<file path="src/rtl/m_ucodeseq_if.sv">
// Sequencer-side bundle: current ROM word fields, condition/dispatch inputs, bus/irq handshakes, ROM address out.
interface m_ucodeseq_if;
  logic [7:0] d_nxt;
  logic [2:0] d_ctl;
  logic       cond;
  logic [5:0] disp;
  logic       ack;
  logic       irq;
  logic       restart;
  logic [7:0] minx;
  logic       progress_ucode;
  logic       halted;
  logic       stall_to;

  modport master (
    output d_nxt, d_ctl, cond, disp, ack, irq, restart,
    input  minx, progress_ucode, halted, stall_to
  );

  modport slave (
    input  d_nxt, d_ctl, cond, disp, ack, irq, restart,
    output minx, progress_ucode, halted, stall_to
  );
endinterface

</file>
<file path="src/rtl/m_ucodeseq.sv">
// Microcode sequencer feeding the registered control ROM: next-address select, boot, halt, bus timeout.
// Optional 2-entry return stack for CALL/RET when UCODE_CALLSTACK_EN is defined.
module m_ucodeseq #(
  parameter logic [7:0]  RESET_ADDR = 8'h00,
  parameter logic [7:0]  TRAP_ADDR  = 8'hF0,
  parameter logic [7:0]  IRQ_ADDR   = 8'hF8,
  parameter int unsigned TIMEOUT    = 16
) (
  input  logic         clk,
  input  logic         rst_n,
  m_ucodeseq_if.slave  bus
);

  localparam int unsigned AW        = 8;
  localparam logic [7:0]  WCNT_LAST = 8'(TIMEOUT - 1);

  typedef enum logic [1:0] {ST_BOOT, ST_RUN, ST_HALT} state_e;
  typedef enum logic [2:0] {
    OP_NEXT, OP_BRCOND, OP_DISPATCH, OP_WAITACK, OP_TRAP, OP_CALL, OP_RET, OP_HALT
  } op_e;

  state_e        state_q, state_d;
  logic [AW-1:0] cur_q, cur_d;
  logic [7:0]    wcnt_q, wcnt_d;
  logic          halted_q, halted_d;
  logic          stall_to_q, stall_to_d;
  logic [AW-1:0] minx_c;
  logic          pe_c;
  op_e           op;

`ifdef UCODE_CALLSTACK_EN
  logic [AW-1:0] stk0_q, stk0_d, stk1_q, stk1_d;
  logic [1:0]    sp_q, sp_d;
  logic [AW-1:0] ret_addr;
  assign ret_addr = AW'(cur_q + 8'd1);
`endif

  assign op = op_e'(bus.d_ctl);

  // Next-address select; cur follows every address the ROM accepts
  always_comb begin
    state_d    = state_q;
    wcnt_d     = 8'd0;
    halted_d   = halted_q;
    stall_to_d = 1'b0;
    minx_c     = cur_q;
    pe_c       = 1'b0;
`ifdef UCODE_CALLSTACK_EN
    stk0_d     = stk0_q;
    stk1_d     = stk1_q;
    sp_d       = sp_q;
`endif
    case (state_q)
      ST_BOOT: begin
        minx_c   = RESET_ADDR;
        pe_c     = 1'b1;
        state_d  = ST_RUN;
        halted_d = 1'b0;
      end
      ST_RUN: begin
        pe_c = 1'b1;
        case (op)
          OP_NEXT:     minx_c = bus.d_nxt;
          OP_BRCOND:   minx_c = {bus.d_nxt[7:1], bus.cond};
          OP_DISPATCH: minx_c = bus.irq ? IRQ_ADDR : {2'b00, bus.disp};
          OP_WAITACK: begin
            // ack has priority over an expiring timeout
            if (bus.ack) begin
              minx_c = bus.d_nxt;
            end else if (wcnt_q == WCNT_LAST) begin
              minx_c     = TRAP_ADDR;
              stall_to_d = 1'b1;
            end else begin
              pe_c   = 1'b0;
              minx_c = cur_q;
              wcnt_d = wcnt_q + 8'd1;
            end
          end
          OP_TRAP:     minx_c = TRAP_ADDR;
`ifdef UCODE_CALLSTACK_EN
          OP_CALL: begin
            minx_c = bus.d_nxt;
            // full stack drops its oldest entry
            case (sp_q)
              2'd0:    begin stk0_d = ret_addr; sp_d = 2'd1; end
              2'd1:    begin stk1_d = ret_addr; sp_d = 2'd2; end
              default: begin stk0_d = stk1_q; stk1_d = ret_addr; sp_d = 2'd2; end
            endcase
          end
          OP_RET: begin
            case (sp_q)
              2'd0:    minx_c = TRAP_ADDR;
              2'd1:    begin minx_c = stk0_q; sp_d = 2'd0; end
              default: begin minx_c = stk1_q; sp_d = 2'd1; end
            endcase
          end
`else
          OP_CALL:     minx_c = bus.d_nxt;
          OP_RET:      minx_c = bus.d_nxt;
`endif
          OP_HALT: begin
            pe_c     = 1'b0;
            minx_c   = cur_q;
            state_d  = ST_HALT;
            halted_d = 1'b1;
          end
          default:     minx_c = bus.d_nxt;
        endcase
      end
      ST_HALT: begin
        // ROM output is frozen on the HALT word, so its d_nxt is still valid
        if (bus.restart) begin
          minx_c   = bus.d_nxt;
          pe_c     = 1'b1;
          state_d  = ST_RUN;
          halted_d = 1'b0;
        end
      end
      default: state_d = ST_BOOT;
    endcase
    cur_d = pe_c ? minx_c : cur_q;
  end

  always_ff @(posedge clk or negedge rst_n) begin
    if (!rst_n) begin
      state_q    <= ST_BOOT;
      cur_q      <= RESET_ADDR;
      wcnt_q     <= 8'd0;
      halted_q   <= 1'b0;
      stall_to_q <= 1'b0;
    end else begin
      state_q    <= state_d;
      cur_q      <= cur_d;
      wcnt_q     <= wcnt_d;
      halted_q   <= halted_d;
      stall_to_q <= stall_to_d;
    end
  end

`ifdef UCODE_CALLSTACK_EN
  always_ff @(posedge clk or negedge rst_n) begin
    if (!rst_n) begin
      stk0_q <= '0;
      stk1_q <= '0;
      sp_q   <= 2'd0;
    end else begin
      stk0_q <= stk0_d;
      stk1_q <= stk1_d;
      sp_q   <= sp_d;
    end
  end
`endif

  assign bus.minx           = minx_c;
  assign bus.progress_ucode = pe_c;
  assign bus.halted         = halted_q;
  assign bus.stall_to       = stall_to_q;

endmodule

</file>
<file path="src/flat_wrapper.sv">
// flat-port wrapper written by rule: the top's interface ports become plain ports
module m_ucodeseq_flat 
#(
  parameter logic [7:0]  RESET_ADDR = 8'h00,
  parameter logic [7:0]  TRAP_ADDR  = 8'hF0,
  parameter logic [7:0]  IRQ_ADDR   = 8'hF8,
  parameter int unsigned TIMEOUT    = 16
)
  (clk, rst_n, bus_d_nxt, bus_d_ctl, bus_cond, bus_disp, bus_ack, bus_irq, bus_restart, bus_minx, bus_progress_ucode, bus_halted, bus_stall_to);
  m_ucodeseq_if bus_i ();
  input  logic clk;
  input  logic rst_n;
  input wire logic [$bits(bus_i.d_nxt)-1:0] bus_d_nxt;
  input wire logic [$bits(bus_i.d_ctl)-1:0] bus_d_ctl;
  input wire logic [$bits(bus_i.cond)-1:0] bus_cond;
  input wire logic [$bits(bus_i.disp)-1:0] bus_disp;
  input wire logic [$bits(bus_i.ack)-1:0] bus_ack;
  input wire logic [$bits(bus_i.irq)-1:0] bus_irq;
  input wire logic [$bits(bus_i.restart)-1:0] bus_restart;
  output wire logic [$bits(bus_i.minx)-1:0] bus_minx;
  output wire logic [$bits(bus_i.progress_ucode)-1:0] bus_progress_ucode;
  output wire logic [$bits(bus_i.halted)-1:0] bus_halted;
  output wire logic [$bits(bus_i.stall_to)-1:0] bus_stall_to;
  assign bus_i.d_nxt = bus_d_nxt;
  assign bus_i.d_ctl = bus_d_ctl;
  assign bus_i.cond = bus_cond;
  assign bus_i.disp = bus_disp;
  assign bus_i.ack = bus_ack;
  assign bus_i.irq = bus_irq;
  assign bus_i.restart = bus_restart;
  assign bus_minx = bus_i.minx;
  assign bus_progress_ucode = bus_i.progress_ucode;
  assign bus_halted = bus_i.halted;
  assign bus_stall_to = bus_i.stall_to;
  m_ucodeseq #(.RESET_ADDR(RESET_ADDR), .TRAP_ADDR(TRAP_ADDR), .IRQ_ADDR(IRQ_ADDR), .TIMEOUT(TIMEOUT)) u_core (.clk(clk), .rst_n(rst_n), .bus(bus_i));
endmodule
</file>
<file path="config.mk">
export PLATFORM = sky130hd
export DESIGN_NAME = m_ucodeseq_flat
export DESIGN_NICKNAME = d
export VERILOG_FILES = /design/src/rtl/m_ucodeseq_if.sv /design/src/rtl/m_ucodeseq.sv /design/src/flat_wrapper.sv
export SDC_FILE = /design/constraint.sdc
export NUM_CORES = 1
export LEC_CHECK = 0
export CAP_MARGIN = 20
export CORE_ASPECT_RATIO = 2
export CORE_MARGIN = 2
export CORE_UTILIZATION = 55
export CTS_CLUSTER_DIAMETER = 200
export DETAILED_ROUTE_END_ITERATION = 16
export GPL_TIMING_DRIVEN = 0
export PLACE_DENSITY = 0.95
export SYNTH_ARGS = -nofsm -noshare
export SYNTH_HDL_FRONTEND = slang
export SYNTH_SLANG_ARGS = --single-unit
</file>
<file path="constraint.sdc">
create_clock -name clk -period 3.7 [get_ports clk]
set_input_delay 0.74 -clock clk [delete_from_list [all_inputs] [get_ports clk]]
set_output_delay 0.74 -clock clk [all_outputs]
set_load 0.02 [all_outputs]
</file>
==> run summary <==
drc violations: 0
Synth area leader: dfrtp_1
Post-Place Cells: 245
clock-pin slew on the worst setup and hold paths: 0.07 ns
first-pass GRT wire length: 7250 um
clk_lat worst skew: 0.26 ns
max cap viols: 0
Die W: 42.2 um
Worst EP required: 2.96 ns
DR vias: 1674
post-synthesis sequential area ratio: 0.311
CP Launch Type: input port
clk_skew: 0.00196 ns
starting density of the core: 0.581
Root Buffer: clkbuf_8
dpl ws: -0.128 ns
CTS tree: done
Least-Margin Pin Slew: 0.908 ns
Setup WS post-layout: 0.132 ns
status: complete, no violations
die height: 80.5 um
Site Rows: 27
Async SR Flop Fraction: 1.00
post-synth cell types: 53
top_reg_cell synth: dfrtp_1
Power Dens Cells: 305 nW/um2
Finished Layout Cells: 248
Yosys reg bits: 20
die area: 3400 um2
Gate Count Post-Synth: 184
area share of the leading cell type in the synthesized netlist: 0.311
wire per inst: 17.5 um
GR Overflow Total: 0
GPL Wtd Cong: 0.936
arrival time of the worst setup path: 2.83 ns
Sink Count: 20
Tcrit/Tclk final: 0.964
Post-CTS Setup Bufs: 0
minimum clock period: 3.57 ns
I/O pin cnt: 34
f_max: 280 MHz
DP HPWL: 3400 um
Max VDD drop: 0.272 mV
DR pass1 iterations: 4
cell area after synthesis: 1610 um2
share of layout cells above drive strength 1: 0.119
RSZ-0062 raised after global routing: false
antenna violations before repair: 0
yosys warns: 0
Bufs on Longest Clock Path: 2
Critical Path Fanout Max: 10
crit path kind: input port to output port
GRT Total Usage: 0.275
Final setup violation count: 0
Slew headroom: 0.393
post-DR vias/cell: 6.75
Layout area overhead: 26.1%
core area: 2770 um2
DRT antenna net count: 0
antenna cells: 0
top post-synthesis cells by area: dfrtp_1, nor2_1, nand2b_1
syn nets: 208
reg2reg setup slack: 1.87 ns
number of clock buffers inserted by TritonCTS: 3
pin count of the biggest net entering global routing: 21
Hold Crit Class: flop to flop
Worst Setup End Kind: output port
Port Buffer Count: 32
Final Hold Fails: 0
Pleak: 0.852 nW
Final Max Tran Viols: 0
drt initial violations: 67
vias in the first global route: 1698
number of synthesized flops with an enable pin: 0
mean post-synth cell area: 8.74 um2
H-tree levels: 1
final wirelength: 4340 um
Layout Nets: 245
[timing repair]
action,4_1_cts,5_1_grt
hold buffers,0,0
setup endpoints to repair,5,5
gates resized for setup,4,6
pin swaps,0,1
[layout make-up]
class	count	area, um2
multi-input combinational	144	1020
buffer	7	53.8
inverter	13	48.8
sequential	20	500
tap	29	36.3
clock buffer	3	41.3
fill	203	741
timing repair buffer	32	327
[sequential cells by signal, indices dropped and copies added (netlist names)]
signal               count
u_core.cur_q             8
u_core.wcnt_q            8
u_core.bus.halted        1
u_core.bus.stall_to      1
u_core.state_q           2
[logic make-up (layout without fill, tap and decap cells)]
family,count (synthesis),after routing,share of synthesized area
buffers and inverters,20,55,0.0638
muxes,6,6,0.0381
xor gates and xnor gates,6,6,0.0327
adders and majority gates,2,2,0.0148
AOI/OAI and AO/OA,60,60,0.283
DFF,20,20,0.311
and+or+nand+nor,70,70,0.257
[synth_stat cells (5+ instances only)]
cell type  count
nor2_1        22
nand2b_1      10
a21oi_1        7
dfrtp_1       20
mux2i_1        5
o21ai_0       11
inv_1         11
nor3_1         5
nand2_1       11
[metal layers]
metal	GRT usage	vias to the layer above	wire, um	part of all wire
met3	0.0247	27	227	0.052
met1	0.267	795	1510	0.35
met2	0.534	93	2410	0.55
li1	-	759	-	-
met4	0.159	0	194	0.045
met5	0	-	0	0
[worst max-delay path, cell delays in order]
cell and delay [ns]:
clkdlybuf4s50_1 0.49, buf_2 0.25, nor2b_2 0.30, and3_1 0.19
a211oi_1 0.05, a31oi_1 0.17, clkdlybuf4s50_1 0.63
[path summary, 6_finish.rpt]
check                      depth (start not counted)             start                to
max                                                7       bus_restart       bus_minx[5]
min                                                1  u_core.wcnt_q[0]  u_core.wcnt_q[0]
max reg2reg                                        4  u_core.wcnt_q[5]   u_core.cur_q[0]
min reg2reg                                        1  u_core.wcnt_q[0]  u_core.wcnt_q[0]
max in group asynchronous                          1             rst_n   u_core.cur_q[6]
min in group asynchronous                          1             rst_n   u_core.cur_q[3]
[stage by stage]
| stage | power, mW | TNS, ns | cell area, um2 | utilization | hold WS [ns] |
|---|---|---|---|---|---|
| after floorplan | 0.387 | 0 | 1610 | - | 0.433 |
| after global placement | 0.479 | -0.244 | 1970 | 0.710 | 0.450 |
| after detailed placement | 0.485 | -0.350 | 1970 | 0.710 | 0.454 |
| after CTS | 0.620 | 0 | 2010 | 0.725 | 0.463 |
| after global routing | 0.649 | 0 | 2030 | 0.733 | 0.486 |
| final | 0.619 | 0 | 2030 | 0.733 | 0.460 |
[power by group]
part | switching [mW] | total, mW | internal (mW) | leakage [nW]
Clock | 0.0648 | 0.137 | 0.0725 | 0.0216
Combinational | 0.124 | 0.228 | 0.104 | 0.570
Sequential | 0.0155 | 0.253 | 0.238 | 0.260
[layout by cell type, fill, tap and decap left out, drive strengths merged, types with 2 or more instances in the layout]
cell type / count
nor4: 2
clkbuf: 5
inv: 12
dlygate4sd2: 3
nand3: 4
nor2: 22
nand2: 11
nand3b: 2
o221ai: 5
clkdlybuf4s50: 25
dlymetal6s2s: 4
dfrtp: 20
mux2i: 5
a31oi: 3
and2: 2
a22oi: 4
o311ai: 3
and3: 3
o31ai: 3
o211ai: 5
nand2b: 10
o21ai: 12
a41oi: 2
buf: 5
a221oi: 6
xor2: 2
xnor2: 4
nor3: 7
nor2b: 2
a21oi: 9
Note: power is estimated with default switching activity, not from simulation.
